**src/rtl/ctrl_pkg.sv**
```systemverilog
// Shared types for the multicycle LEGv8 controller: FSM states, instruction
// classes, opcode constants and the static datapath control bundle.
package ctrl_pkg;

    typedef enum logic [2:0] {
        S_FETCH, S_DECODE, S_EXEC, S_MEM, S_WB, S_BRANCH, S_ERR
    } state_t;

    typedef enum logic [2:0] {
        NOP, RTYPE, LDUR, STUR, CBZ, CBNZ, B, ILLEGAL
    } iclass_t;

    localparam logic [10:0] OP_ADD  = 11'h458;
    localparam logic [10:0] OP_SUB  = 11'h658;
    localparam logic [10:0] OP_AND  = 11'h450;
    localparam logic [10:0] OP_ORR  = 11'h550;
    localparam logic [10:0] OP_LDUR = 11'h7C2;
    localparam logic [10:0] OP_STUR = 11'h7C0;
    // Branch opcodes only fix their upper bits; the rest are don't-care.
    localparam logic [7:0]  OP_CBZ_HI  = 8'hB4;
    localparam logic [7:0]  OP_CBNZ_HI = 8'hB5;
    localparam logic [5:0]  OP_B_HI    = 6'b000101;

    typedef struct packed {
        logic       reg2loc;
        logic       alusrc;
        logic       memtoreg;
        logic       regwrite;
        logic       memread;
        logic       memwrite;
        logic       branch;
        logic [1:0] aluop;
    } ctrl_t;

    localparam ctrl_t CTRL_LDUR  = ctrl_t'(9'b0_1_1_1_1_0_0_00);
    localparam ctrl_t CTRL_STUR  = ctrl_t'(9'b1_1_0_0_0_1_0_00);
    localparam ctrl_t CTRL_CB    = ctrl_t'(9'b1_0_0_0_0_0_1_01);
    localparam ctrl_t CTRL_RTYPE = ctrl_t'(9'b0_0_0_1_0_0_0_10);
    localparam ctrl_t CTRL_B     = ctrl_t'(9'b0_0_0_0_0_0_1_01);

endpackage

```
**src/rtl/op_classify.sv**
```systemverilog
// Combinational opcode decoder: maps the IR opcode field to an instruction
// class and its static control bundle; optional branches decode as illegal.
module op_classify
    import ctrl_pkg::*;
#(
    parameter int OP_W    = 11,
    parameter bit EN_CBNZ = 1'b1,
    parameter bit EN_B    = 1'b1
) (
    input  logic [OP_W-1:0] Op,
    output iclass_t         iclass,
    output ctrl_t           ctrl
);

    always_comb begin
        iclass = ILLEGAL;
        ctrl   = '0;
        if (Op == OP_ADD || Op == OP_SUB || Op == OP_AND || Op == OP_ORR) begin
            iclass = RTYPE;
            ctrl   = CTRL_RTYPE;
        end else if (Op == OP_LDUR) begin
            iclass = LDUR;
            ctrl   = CTRL_LDUR;
        end else if (Op == OP_STUR) begin
            iclass = STUR;
            ctrl   = CTRL_STUR;
        end else if (Op[OP_W-1 -: 8] == OP_CBZ_HI) begin
            iclass = CBZ;
            ctrl   = CTRL_CB;
        end else if (EN_CBNZ && Op[OP_W-1 -: 8] == OP_CBNZ_HI) begin
            iclass = CBNZ;
            ctrl   = CTRL_CB;
        end else if (EN_B && Op[OP_W-1 -: 6] == OP_B_HI) begin
            iclass = B;
            ctrl   = CTRL_B;
        end
    end

endmodule

```
**src/rtl/multicycle_ctrl.sv**
```systemverilog
// Multicycle LEGv8 control unit with mem_ready handshake, wait timeout and
// a sticky error state.
//   state    | meaning
//   S_FETCH  | read instruction memory, load IR on mem_ready
//   S_DECODE | classify opcode, latch static controls
//   S_EXEC   | ALU operation for R-type / address for LDUR, STUR
//   S_MEM    | data memory access, held until mem_ready
//   S_WB     | register write-back, advance PC
//   S_BRANCH | resolve branch, advance PC
//   S_ERR    | illegal opcode or timeout; left only through reset
module multicycle_ctrl
    import ctrl_pkg::*;
#(
    parameter int OP_W        = 11,
    parameter int TIMEOUT_CYC = 16,
    parameter bit EN_CBNZ     = 1'b1,
    parameter bit EN_B        = 1'b1
) (
    input  logic            clk,
    input  logic            reset,
    input  logic [OP_W-1:0] Op,
    input  logic            zero,
    input  logic            mem_ready,
    output logic            Reg2Loc,
    output logic            ALUSrc,
    output logic            MemtoReg,
    output logic            Branch,
    output logic [1:0]      ALUOp,
    output logic            RegWrite,
    output logic            MemRead,
    output logic            MemWrite,
    output logic            IRWrite,
    output logic            PCWrite,
    output logic            PCSrc,
    output logic            busy,
    output logic            error
);

    localparam int CNT_W = (TIMEOUT_CYC > 1) ? $clog2(TIMEOUT_CYC) : 1;
    localparam logic [CNT_W-1:0] CNT_LOAD = CNT_W'(TIMEOUT_CYC - 1);

    state_t           state;
    iclass_t          iclass_q;
    iclass_t          dec_class;
    ctrl_t            ctrl_q;
    ctrl_t            dec_ctrl;
    logic [CNT_W-1:0] wait_cnt;
    logic             waiting;
    logic             timeout;
    logic             taken;

    op_classify #(
        .OP_W   (OP_W),
        .EN_CBNZ(EN_CBNZ),
        .EN_B   (EN_B)
    ) u_classify (
        .Op    (Op),
        .iclass(dec_class),
        .ctrl  (dec_ctrl)
    );

    // Wait timer counts down the remaining stall cycles; it reloads whenever
    // the FSM is not stalled, which covers every state change.
    assign waiting = (state == S_FETCH || state == S_MEM) && !mem_ready;
    assign timeout = (TIMEOUT_CYC != 0) && waiting && (wait_cnt == '0);

    always_comb begin
        taken = 1'b0;
        case (iclass_q)
            CBZ:     taken = zero;
            CBNZ:    taken = !zero;
            B:       taken = 1'b1;
            default: taken = 1'b0;
        endcase
    end

    always_ff @(posedge clk or negedge reset) begin
        if (!reset) begin
            state    <= S_FETCH;
            iclass_q <= NOP;
            ctrl_q   <= '0;
            wait_cnt <= CNT_LOAD;
        end else begin
            wait_cnt <= waiting ? wait_cnt - CNT_W'(1) : CNT_LOAD;
            case (state)
                S_FETCH: begin
                    if (mem_ready)    state <= S_DECODE;
                    else if (timeout) state <= S_ERR;
                end
                S_DECODE: begin
                    case (dec_class)
                        RTYPE, LDUR, STUR: begin
                            state    <= S_EXEC;
                            iclass_q <= dec_class;
                            ctrl_q   <= dec_ctrl;
                        end
                        CBZ, CBNZ, B: begin
                            state    <= S_BRANCH;
                            iclass_q <= dec_class;
                            ctrl_q   <= dec_ctrl;
                        end
                        default: state <= S_ERR;
                    endcase
                end
                S_EXEC: state <= (iclass_q == RTYPE) ? S_WB : S_MEM;
                S_MEM: begin
                    if (mem_ready) begin
                        if (iclass_q == LDUR) begin
                            state <= S_WB;
                        end else begin
                            state    <= S_FETCH;
                            iclass_q <= NOP;
                            ctrl_q   <= '0;
                        end
                    end else if (timeout) begin
                        state    <= S_ERR;
                        iclass_q <= NOP;
                        ctrl_q   <= '0;
                    end
                end
                S_WB, S_BRANCH: begin
                    state    <= S_FETCH;
                    iclass_q <= NOP;
                    ctrl_q   <= '0;
                end
                S_ERR:   state <= S_ERR;
                default: state <= S_ERR;
            endcase
        end
    end

    // Fetch-state outputs are qualified by reset so everything is low while
    // reset is held, even though the state register already sits in S_FETCH.
    always_comb begin
        Reg2Loc  = ctrl_q.reg2loc;
        ALUSrc   = ctrl_q.alusrc;
        MemtoReg = ctrl_q.memtoreg;
        Branch   = ctrl_q.branch;
        ALUOp    = ctrl_q.aluop;
        RegWrite = (state == S_WB) && ctrl_q.regwrite;
        MemRead  = (reset && state == S_FETCH) || (state == S_MEM && ctrl_q.memread);
        MemWrite = (state == S_MEM) && ctrl_q.memwrite;
        IRWrite  = reset && (state == S_FETCH) && mem_ready;
        PCWrite  = (state == S_WB) || (state == S_BRANCH) ||
                   (state == S_MEM && ctrl_q.memwrite && mem_ready);
        PCSrc    = (state == S_BRANCH) && taken;
        busy     = reset && !(state == S_FETCH && !mem_ready);
        error    = (state == S_ERR);
    end

endmodule

```
**config.mk**
```make
export PLATFORM = sky130hd
export DESIGN_NAME = multicycle_ctrl
export DESIGN_NICKNAME = d
export VERILOG_FILES = /design/src/rtl/ctrl_pkg.sv /design/src/rtl/op_classify.sv /design/src/rtl/multicycle_ctrl.sv
export SDC_FILE = /design/constraint.sdc
export NUM_CORES = 1
export LEC_CHECK = 0
export ABC_AREA = 1
export CAP_MARGIN = 25
export CORE_AREA = 2 2 57 64
export CTS_CLUSTER_SIZE = 8
export DETAILED_ROUTE_END_ITERATION = 10
export DIE_AREA = 0 0 59 66
export GPL_ROUTABILITY_DRIVEN = 1
export GPL_TIMING_DRIVEN = 0
export PLACE_DENSITY_LB_ADDON = 0.1
export SETUP_SLACK_MARGIN = 0.2
export SYNTH_ARGS = -nofsm -noshare
export SYNTH_HDL_FRONTEND = slang
export SYNTH_SLANG_ARGS = --single-unit
```
**constraint.sdc**
```tcl
create_clock -name clk -period 4.08 [get_ports clk]
set_clock_uncertainty 0.05 [all_clocks]
set_input_delay 0.816 -clock clk [delete_from_list [all_inputs] [get_ports clk]]
set_output_delay 0.816 -clock clk [all_outputs]
set_load 0.01 [all_outputs]
```
==> results.env <==
CLOCK.FMAX_MHz=280
GRT_FIRST_PASS_WIRELENGTH_UM=4800
SYNTH.NET_COUNT=195
POWERDENSITY_nW_PER_UM2=184
P_LEAK_nW=0.780
R2R_SLACK_NS=2.51
MAX-CAP-VIOLATIONS=0
ROUTE.DETAILED.DRC=0
CLKLATENCYLATEPIN_NS=0.29
HOLDCRITPATHCLASS='register to register'
SYNTH_AREA_LEADERS='sky130_fd_sc_hd__dfrtp_1 26%, sky130_fd_sc_hd__nand2_1 15%, sky130_fd_sc_hd__dfstp_2 8.5%'
TIMING.FINAL.SETUP_VIOLATIONS=0
CTS-BUFFERS-INSERTED=3
CTS.REPAIR_TIMING.SETUP_BUFFER_COUNT=0
YS_ASYNC_SR_FRACTION_PCT=100
CRITICAL_PATH.STARTPOINT_TYPE='primary input'
CLOCK_TREE_FROM_TRITONCTS='yes'
SETUP_TOTAL_NEGATIVE_SLACK_NS=0
FP.DIEH_UM=66
PIN_COUNT_OF_THE_BIGGEST_NET_ENTERING_GLOBAL_ROUTING=20
YS_TOP_CELLS_BY_COUNT='48 x sky130_fd_sc_hd__nand2_1, 25 x sky130_fd_sc_hd__nor2_1, 22 x sky130_fd_sc_hd__inv_1'
DP.FINAL_HPWL_UM=2240
CRITICAL_PATH.REG2REG.ENDPOINT='ctrl_q[5]$_DFFE_PN0P_'
FINAL_LAYOUT_SIZE_SUFFIX_GT1_SHARE_PCT=14.8
HOLD_BUFFERS=0
DRTANTENNAVIOLNETS=0
HOLDCRITSTARTPOINT='wait_cnt[0]$_DFF_PN1_'
AREA_DELTA_SYNTH_FINAL_PCT=28.5
GR-TOTAL-OVERFLOW=0
WORST-SLEW-PIN-TRANSITION_NS=0.830
RUN_STATUS='completed'
TOTAL_DIE_AREA_UM2=3890
ROUTED_WIRE_LENGTH_UM=2710
SYNTH.FF_LATCH_COUNT=17
DRT-PASS1-ITER-COUNT=4
SYNTH_SEQUENTIAL_AREA_RATIO_PCT=34.7
WORSTSETUPENDPOINTTYPE='output pin'
DRT-WIRELENGTH-PER-CELL_UM=11.0
HOLD-PATH-CELL-COUNT=1
WORST-PATH-MAX-FANOUT=19
CLOCK-ROOT-BUFFER='sky130_fd_sc_hd__clkbuf_4'
CORE_REGION_AREA_UM2=3250
HOLD_VIOL_FINAL=0
PATH_CLASS='primary input to output pin'
FIN_CRIT_SH_PCT=87.6
ROUTED_VIA_DENSITY=4.87
SYNTH.MOST_COMMON_CELL='sky130_fd_sc_hd__nand2_1'
TIMING.MAX_SLEW.REL_SLACK_PCT=44.5
PLACE_CONGESTION=0.845
WORSTREGTOREGCELLS=8
POST-SYNTH-TOP-AREA-FRACTION_PCT=26.3
CLOCK_PIN_SLEW_ON_THE_WORST_SETUP_AND_HOLD_PATHS_NS=0.09
INITIAL_CORE_UTIL_PCT=38.1
GRT_UTIL_ALL_LAYERS_PCT=16.0
ITERATION_0_DRC_COUNT_OF_THE_DETAILED_ROUTER=56
PORTBUFFERS=28
WORST_HOLD_PATH.ENDPOINT='wait_cnt[0]$_DFF_PN1_'
CRITICAL_PATH_RT_NS=3.21
FIN_MAX_SLEW_VIOS=0
FINAL.MIN_CLOCK_PERIOD_NS=3.58
CTS-ROOT-TO-SINK-BUFFERS=2
FINALNETCOUNT=228
SYN-MEAN-INSTANCE-AREA_UM2=6.96
GRT_ANTENNA_BEFORE_REPAIR=0
POST_SYNTH_INST_COUNT=178
NUMBER_OF_ANTENNA_CELLS_INSERTED=0
MAXIMUM_LEVEL_OF_THE_CTS_H_TREE=1
SYNTH_CELL_TYPE_COUNT=29
VDD.IR_DROP.WORST_mV=0.0828
SYNTH_AREA_LEADER_CELL='sky130_fd_sc_hd__dfrtp_1'
DIE_W_UM=59
CRIT-REG2REG-LAUNCH='wait_cnt[0]$_DFF_PN1_'
DESIGN.PORTCOUNT=29
FLOORPLAN_ROW_COUNT=22
CLOCK_SINKS=17
VIAS=1199
SYNTH_EDF_COUNT=0
POSTCTSRESIZEDCELLS=0
SYNTH_FF_TYPE='sky130_fd_sc_hd__dfrtp_1'
SYN-CELL-AREA_UM2=1240
VIA_COUNT_OF_THE_FIRST_GLOBAL_ROUTING_PASS=1136
FINAL_CELL_UTILIZATION_OF_THE_CORE_PCT=49.0
FINAL.HOLD.WORST_SLACK_NS=0.421
SYNTH_WARNINGS=0
SETUP_REPAIR_AFTER_GLOBAL_ROUTING_MISSED_ITS_MARGIN='no'
WORST_ENDPOINT_DATA_ARRIVAL_TIME_NS=2.71
==> report_power, final <==
part | switching (W) | total [W] | leakage, nW | internal (W)
Combinational | 0.0000180 | 0.0000347 | 0.549 | 0.0000167
Clock | 0.0000530 | 0.0000894 | 0.0177 | 0.0000364
Sequential | 0 | 0.000169 | 0.213 | 0.000169
==> logic make-up (layout without fill, tap and decap cells) <==
family          Yosys count  in the layout  synth area share, %
flops                    17             17                 34.7
compound gates           10             10                 6.67
buf+inv                  28             60                 9.19
simple gates            119            119                 46.0
fa+ha+maj                 2              2                 2.02
xor+xnor                  2              2                 1.41
==> sequential cells by signal, indices dropped and copies added, names as in the netlist <==
| name | cells |
|---|---|
| ALUOp | 2 |
| wait_cnt | 4 |
| Reg2Loc | 1 |
| MemtoReg | 1 |
| state | 3 |
| ALUSrc | 1 |
| iclass_q | 3 |
| ctrl_q | 2 |
==> layer usage <==
| metal | part of all wire, % | GRT usage (%) | vias to the layer above |
|---|---|---|---|
| met4 | 0.99 | 6.82 | 0 |
| met1 | 47 | 20.4 | 531 |
| li1 | - | - | 636 |
| met3 | 3.8 | 1.17 | 2 |
| met5 | 0 | 0 | - |
| met2 | 48 | 27.4 | 30 |
==> final cells by class <==
class | count | area [um2]
plain buffers | 2 | 15.0
well taps | 36 | 45.0
repair buffers | 28 | 280
clock buffers | 3 | 22.5
multi-input cells | 133 | 694
clock inverters | 1 | 5.00
inverters | 26 | 98.8
flip-flops and latches | 17 | 430
fillers | 343 | 1660
==> through the flow <==
| step | setup slack (ns) | power, W | cells | cell area [um2] |
|---|---|---|---|---|
| after CTS | 0.450 | 0.000299 | 246 | 1590 |
| final | 0.505 | 0.000293 | 246 | 1590 |
| after floorplan | 1.95 | 0.000183 | 178 | 1240 |
| after global routing | 0.247 | 0.000309 | 246 | 1590 |
| after detailed placement | 0.449 | 0.000207 | 242 | 1560 |
| after global placement | 0.495 | 0.000206 | 242 | 1560 |
==> worst max-delay path, stage by stage <==
cell	delay, ns
sky130_fd_sc_hd__clkdlybuf4s50_1	1.01
sky130_fd_sc_hd__inv_1	0.13
sky130_fd_sc_hd__nor3_1	0.19
sky130_fd_sc_hd__clkdlybuf4s50_1	0.56
==> layout by cell type (no fill, tap or decap), drive strengths merged, types with 2 or more instances in the layout <==
master	synthesis	layout
nor2	28	28
nand4	6	6
nand2	53	53
inv	25	25
nand3	21	21
clkbuf	0	3
buf	2	2
clkdlybuf4s50	0	28
dfstp	4	4
clkinv	1	2
xnor2	2	2
o21ai	4	4
nor3	9	9
nor3b	2	2
ha	2	2
dfrtp	13	13
==> worst max path at each step <==
stage,startpoint,to,slack (ns),cells after the start
6_report,reset,IRWrite,0.50,4
5_1_grt,reset,IRWrite,0.25,4
4_1_cts,reset,IRWrite,0.45,4
3_5_place_dp,reset,IRWrite,0.45,4
3_3_place_gp,reset,IRWrite,0.50,4
2_1_floorplan,zero,PCSrc,1.95,2
Power figures use the tool's default switching activity.
==> RTL change 1 (same flow settings) <==
Make the reset (`reset`) synchronous in one clocked block.
--- a/src/rtl/multicycle_ctrl.sv
+++ b/src/rtl/multicycle_ctrl.sv
@@ -74,7 +74,7 @@
         endcase
     end
 
-    always_ff @(posedge clk or negedge reset) begin
+    always_ff @(posedge clk) begin
         if (!reset) begin
             state    <= S_FETCH;
             iclass_q <= NOP;
Formal check against the unedited RTL: differs if reset is asserted again (counterexample within 4 cycles, from zero or initial values and one cycle with reset low); with reset held inactive, the same outputs for 10 cycles.
==> RTL change 1 against the original RTL <==
  * Worst setup slack improved by 0.39 ns
  * Synthesized area down 0.10%
  * Via count up 8.9%
  * Final area about the same
  * Wire length is 7.5% higher
  * Final cell count grew 7.3%
  * Sequential cell count unchanged
  * Sequential share of layout area decreased by 5.6 points
Power is not compared: it rests on default switching activity, and its combinational part moved more than twofold at a synthesized area within 25%.
==> RTL change 1: results (changes against the original RTL) <==
- Vias in the first global route: 1288 (+13%)
- Top_reg_cell synth: dfxtp_1
- Fill count: 380 (+11%)
- Critical path peak fanout: 6 (-13)
- FF-to-FF End: ALUSrc$_SDFFE_PN0P_
- Gpl congestion: 0.911 (+7.9%)
- M1 WL: 1300 um (+1.6%)
- Hold_ws: 0.367 ns (-0.0545 ns)
- Worst path arrival time: 2.32 ns (-0.39 ns)
- Root Buffer: clkbuf_4
- Max stage delay on crit path: 0.59 ns (-0.42 ns)
- Max VDD drop: 0.249 mV
- Drt total wl: 2920 um (+7.5%)
- Hold_sp: wait_cnt[0]$_SDFF_PN1_
- Crit path from: mem_ready
- Max Clk Rate: 0.314 GHz (+12%)
- Warnings, synthesis: 0 (unchanged)
- Ys async rst share: 0% (-100 points)
- Via density: 4.95 (+1.5%)
- Setup slack at placement: 0.937 ns (+0.489 ns)
- First-pass GRT wire length: 5150 um (+7.3%)
- Worst Max-Slew Pin Slew: 0.319 ns (-0.511 ns)
- Initial DRC count: 75 (+34%)
- Hold endpoint: wait_cnt[0]$_SDFF_PN1_
- Met3 Track Usage GR: 2.54% (+1.4 points)
- Hpwl dp: 2370 um (+5.9%)
- Status: finished clean
- Largest net degree at the start of global routing: 11 (-45%)
- Met2 WL: 1460 um (+12%)
- Ratio of cells with drive above 1 in the final layout: 14.9% (+0.15 points)
- Met3 WL: 122 um (+20%)
- Syn_nets: 213 (+9.2%)
- Sw Share: 43.8%
- Critical R2R Launch: state[1]$_SDFF_PN0_
- Met1 Use GR: 19.9% (-0.53 points)
- GR Util met2: 30.0% (+2.6 points)
- Register area share after synthesis: 27.5% (-7.2 points)
- Synth area leaders: dfxtp_1 (28%), nand2_1 (12%), nor2_1 (12%)
- Total Routing Usage GR: 16.9% (+0.93 points)
- Most instantiated cells after synthesis: nand2_1 (41), nor2_1 (39), inv_1 (24), nand3_1 (19), dfxtp_1 (17)
- Worst R2R Setup Slack: 2.52 ns (about the same)
- Final #Nets: 246 (+7.9%)
## RTL change 1: cell type report
type	instances	share of cell area, %
buffer	3	1.81
clock buffer	3	1.42
tap	36	2.83
timing repair buffer	28	17.6
multi-input combinational	146	47.4
sequential	17	21.4
clock inverter	1	0.315
inverter	30	7.24
## RTL change 1: metrics by stage
step | instance area, um^2 | instances | total power, W
2_1_floorplan | 1240 | 196 | 0.000558
6_report | 1590 | 264 | 0.000790
5_1_grt | 1590 | 264 | 0.000872
3_5_place_dp | 1560 | 260 | 0.000703
3_3_place_gp | 1560 | 260 | 0.000699
4_1_cts | 1590 | 264 | 0.000800
## RTL change 1: logic make-up (layout without fill, tap and decap cells)
group | after synthesis | count (layout) | share of synthesized area, %
AND/OR/NAND/NOR | 130 | 130 | 50.7
buffers and inverters | 33 | 65 | 11.6
flip-flops | 17 | 17 | 27.5
AO/OA/AOI/OAI | 12 | 12 | 6.77
adder cells (fa/ha/maj) | 2 | 2 | 2.02
XOR/XNOR | 2 | 2 | 1.42
==> RTL change 2 (same settings) <==
Made on the original files. `EN_CBNZ` is set to 1'b1 in 2 places; all go to 1'b0.
--- a/src/rtl/op_classify.sv
+++ b/src/rtl/op_classify.sv
@@ -4,7 +4,7 @@
     import ctrl_pkg::*;
 #(
     parameter int OP_W    = 11,
-    parameter bit EN_CBNZ = 1'b1,
+    parameter bit EN_CBNZ = 1'b0,
     parameter bit EN_B    = 1'b1
 ) (
     input  logic [OP_W-1:0] Op,
--- a/src/rtl/multicycle_ctrl.sv
+++ b/src/rtl/multicycle_ctrl.sv
@@ -13,7 +13,7 @@
 #(
     parameter int OP_W        = 11,
     parameter int TIMEOUT_CYC = 16,
-    parameter bit EN_CBNZ     = 1'b1,
+    parameter bit EN_CBNZ     = 1'b0,
     parameter bit EN_B        = 1'b1
 ) (
     input  logic            clk,
Function: changed (a bounded check fails within 4 cycles, from zero or initial values and one cycle with reset low).
==> RTL change 2 against the original RTL <==
  * Synthesized area is 0.71% lower
  * Global-route usage is 0.60 points lower
  * Register-to-register slack worse by 0.03 ns
  * Maximum frequency is 1.7% lower
  * Sequential share of layout area is 0.15 points higher
  * Combinational power is 6.1% lower
  * Power is 0.98% lower
  * Wire length is 0.48% lower
  * Critical path depth stayed put
  * Hold slack better by 0.0060 ns
  * Sequential power hardly changed
  * Worst setup slack worse by 0.062 ns
  * Sequential cell count stayed put
  * Final area is 0.55% lower
  * Largest cell class unchanged
  * Largest power group unchanged
==> RTL change 2: results (changes against the original RTL) <==
- Hold endpoint: ctrl_q[3]$_DFFE_PN0P_
- Hold_sp: ctrl_q[3]$_DFFE_PN0P_
- Met1 Use GR: 17.5% (-2.9 points)
- Gpl congestion: 0.786 (-7.0%)
- Critical path's top delay family: buffers and inverters
- Worst Max-Slew Pin Slew: 0.850 ns (+0.0198 ns)
- Ratio of cells with drive above 1 in the final layout: 12.8% (-2.0 points)
- Post-synthesis xor/xnor area fraction: 1.42% (+0.010 points)
- Drt total wl: 2700 um (-0.48%)
- Top routing layer in use: met4
- Post-synthesis adder-cell area fraction: 2.03% (+0.014 points)
- Post-Syn Instances: 179 (+0.56%)
- First-pass GRT wire length: 4740 um (-1.3%)
- Leak pwr: 0.784 nW (+0.51%)
- Max stage delay on crit path: 1.03 ns (+0.02 ns)
- FF-to-FF End: iclass_q[0]$_DFFE_PN0P_
- Distinct cells, synth: 29 (unchanged)
- Hpwl dp: 2230 um (-0.25%)
- Remaining Overflow, GRT: 0 (unchanged)
- Syn_nets: 196 (+0.51%)
- Cells after DPL: 243 (+0.41%)
- Synth Area in Compound Gates: 4.98% (-1.7 points)
- Synth area leaders: dfrtp_1 (26%), nand2_1 (16%), nor2_1 (8.9%)
- Max VDD drop: 0.0941 mV (+14%)
- Status: finished clean
- Worst hold stages: 2 (+1)
- Total Routing Usage GR: 15.4% (-0.60 points)
- Met2 WL: 1410 um (+8.1%)
- Final non-filler cell total: 247 (+0.41%)
- M1 WL: 1130 um (-12%)
- Biggest regs: wait_cnt (4), iclass_q (3), state (3)
- GR Util met2: 28.5% (+1.1 points)
- Met3 Track Usage GR: 1.96% (+0.78 points)
- Met3 WL: 138 um (+35%)
- Largest net degree at the start of global routing: 20 (unchanged)
- Critical path peak fanout: 19 (unchanged)
- Final #Nets: 229 (+0.44%)
- Fill count: 360 (+5.0%)
- Routed via count: 1225 (+2.2%)
- Post-CTS Setup Repair Bufs: 0 (unchanged)
- Hold_ws: 0.427 ns (+0.00596 ns)
- Register area share after synthesis: 35.0% (+0.25 points)
- H-tree depth: 1 (unchanged)
- Multiplexer share of the synthesized area: 0% (unchanged)
- Pre-Repair DR Iteration Count: 4 (unchanged)
- Area grow syn2layout: 28.7%
- Tcrit/Tclk final: 89.2% (+1.5 points)
- Most instantiated cells after synthesis: nand2_1 (54), nor2_1 (29), inv_1 (22), nand3_1 (16), dfrtp_1 (13)
- Top_reg_cell synth: dfrtp_1
- Initial DRC count: 60 (+7.1%)
- Setup slack at placement: 0.387 ns (-0.0614 ns)
- Worst R2R Setup Slack: 2.48 ns (-0.03 ns)
## RTL change 2: changes by cell type in the layout (fill, tap and decap cells not counted), sizes merged, moves of 2 or more
cell   before  now
nand2      53   59
and2        0    2
nor2       28   34
nand4       6    3
nor3        9    5
nand3      21   16
## RTL change 2: area by class of cell
cell class	count	area share, %
buffer	3	1.66
clock inverter	1	0.316
clock buffer	3	1.42
inverter	24	5.69
timing repair buffer	28	17.7
multi-input combinational	135	43.2
tap	36	2.85
sequential	17	27.2
## RTL change 2: report_power, final
| part | internal (W) | switching (W) | total [W] |
|---|---|---|---|
| Combinational | 0.0000169 | 0.0000158 | 0.0000326 |
| Clock | 0.0000364 | 0.0000522 | 0.0000886 |
| Sequential | 0.000169 | 0 | 0.000169 |
| Total | 0.000222 | 0.0000680 | 0.000290 |
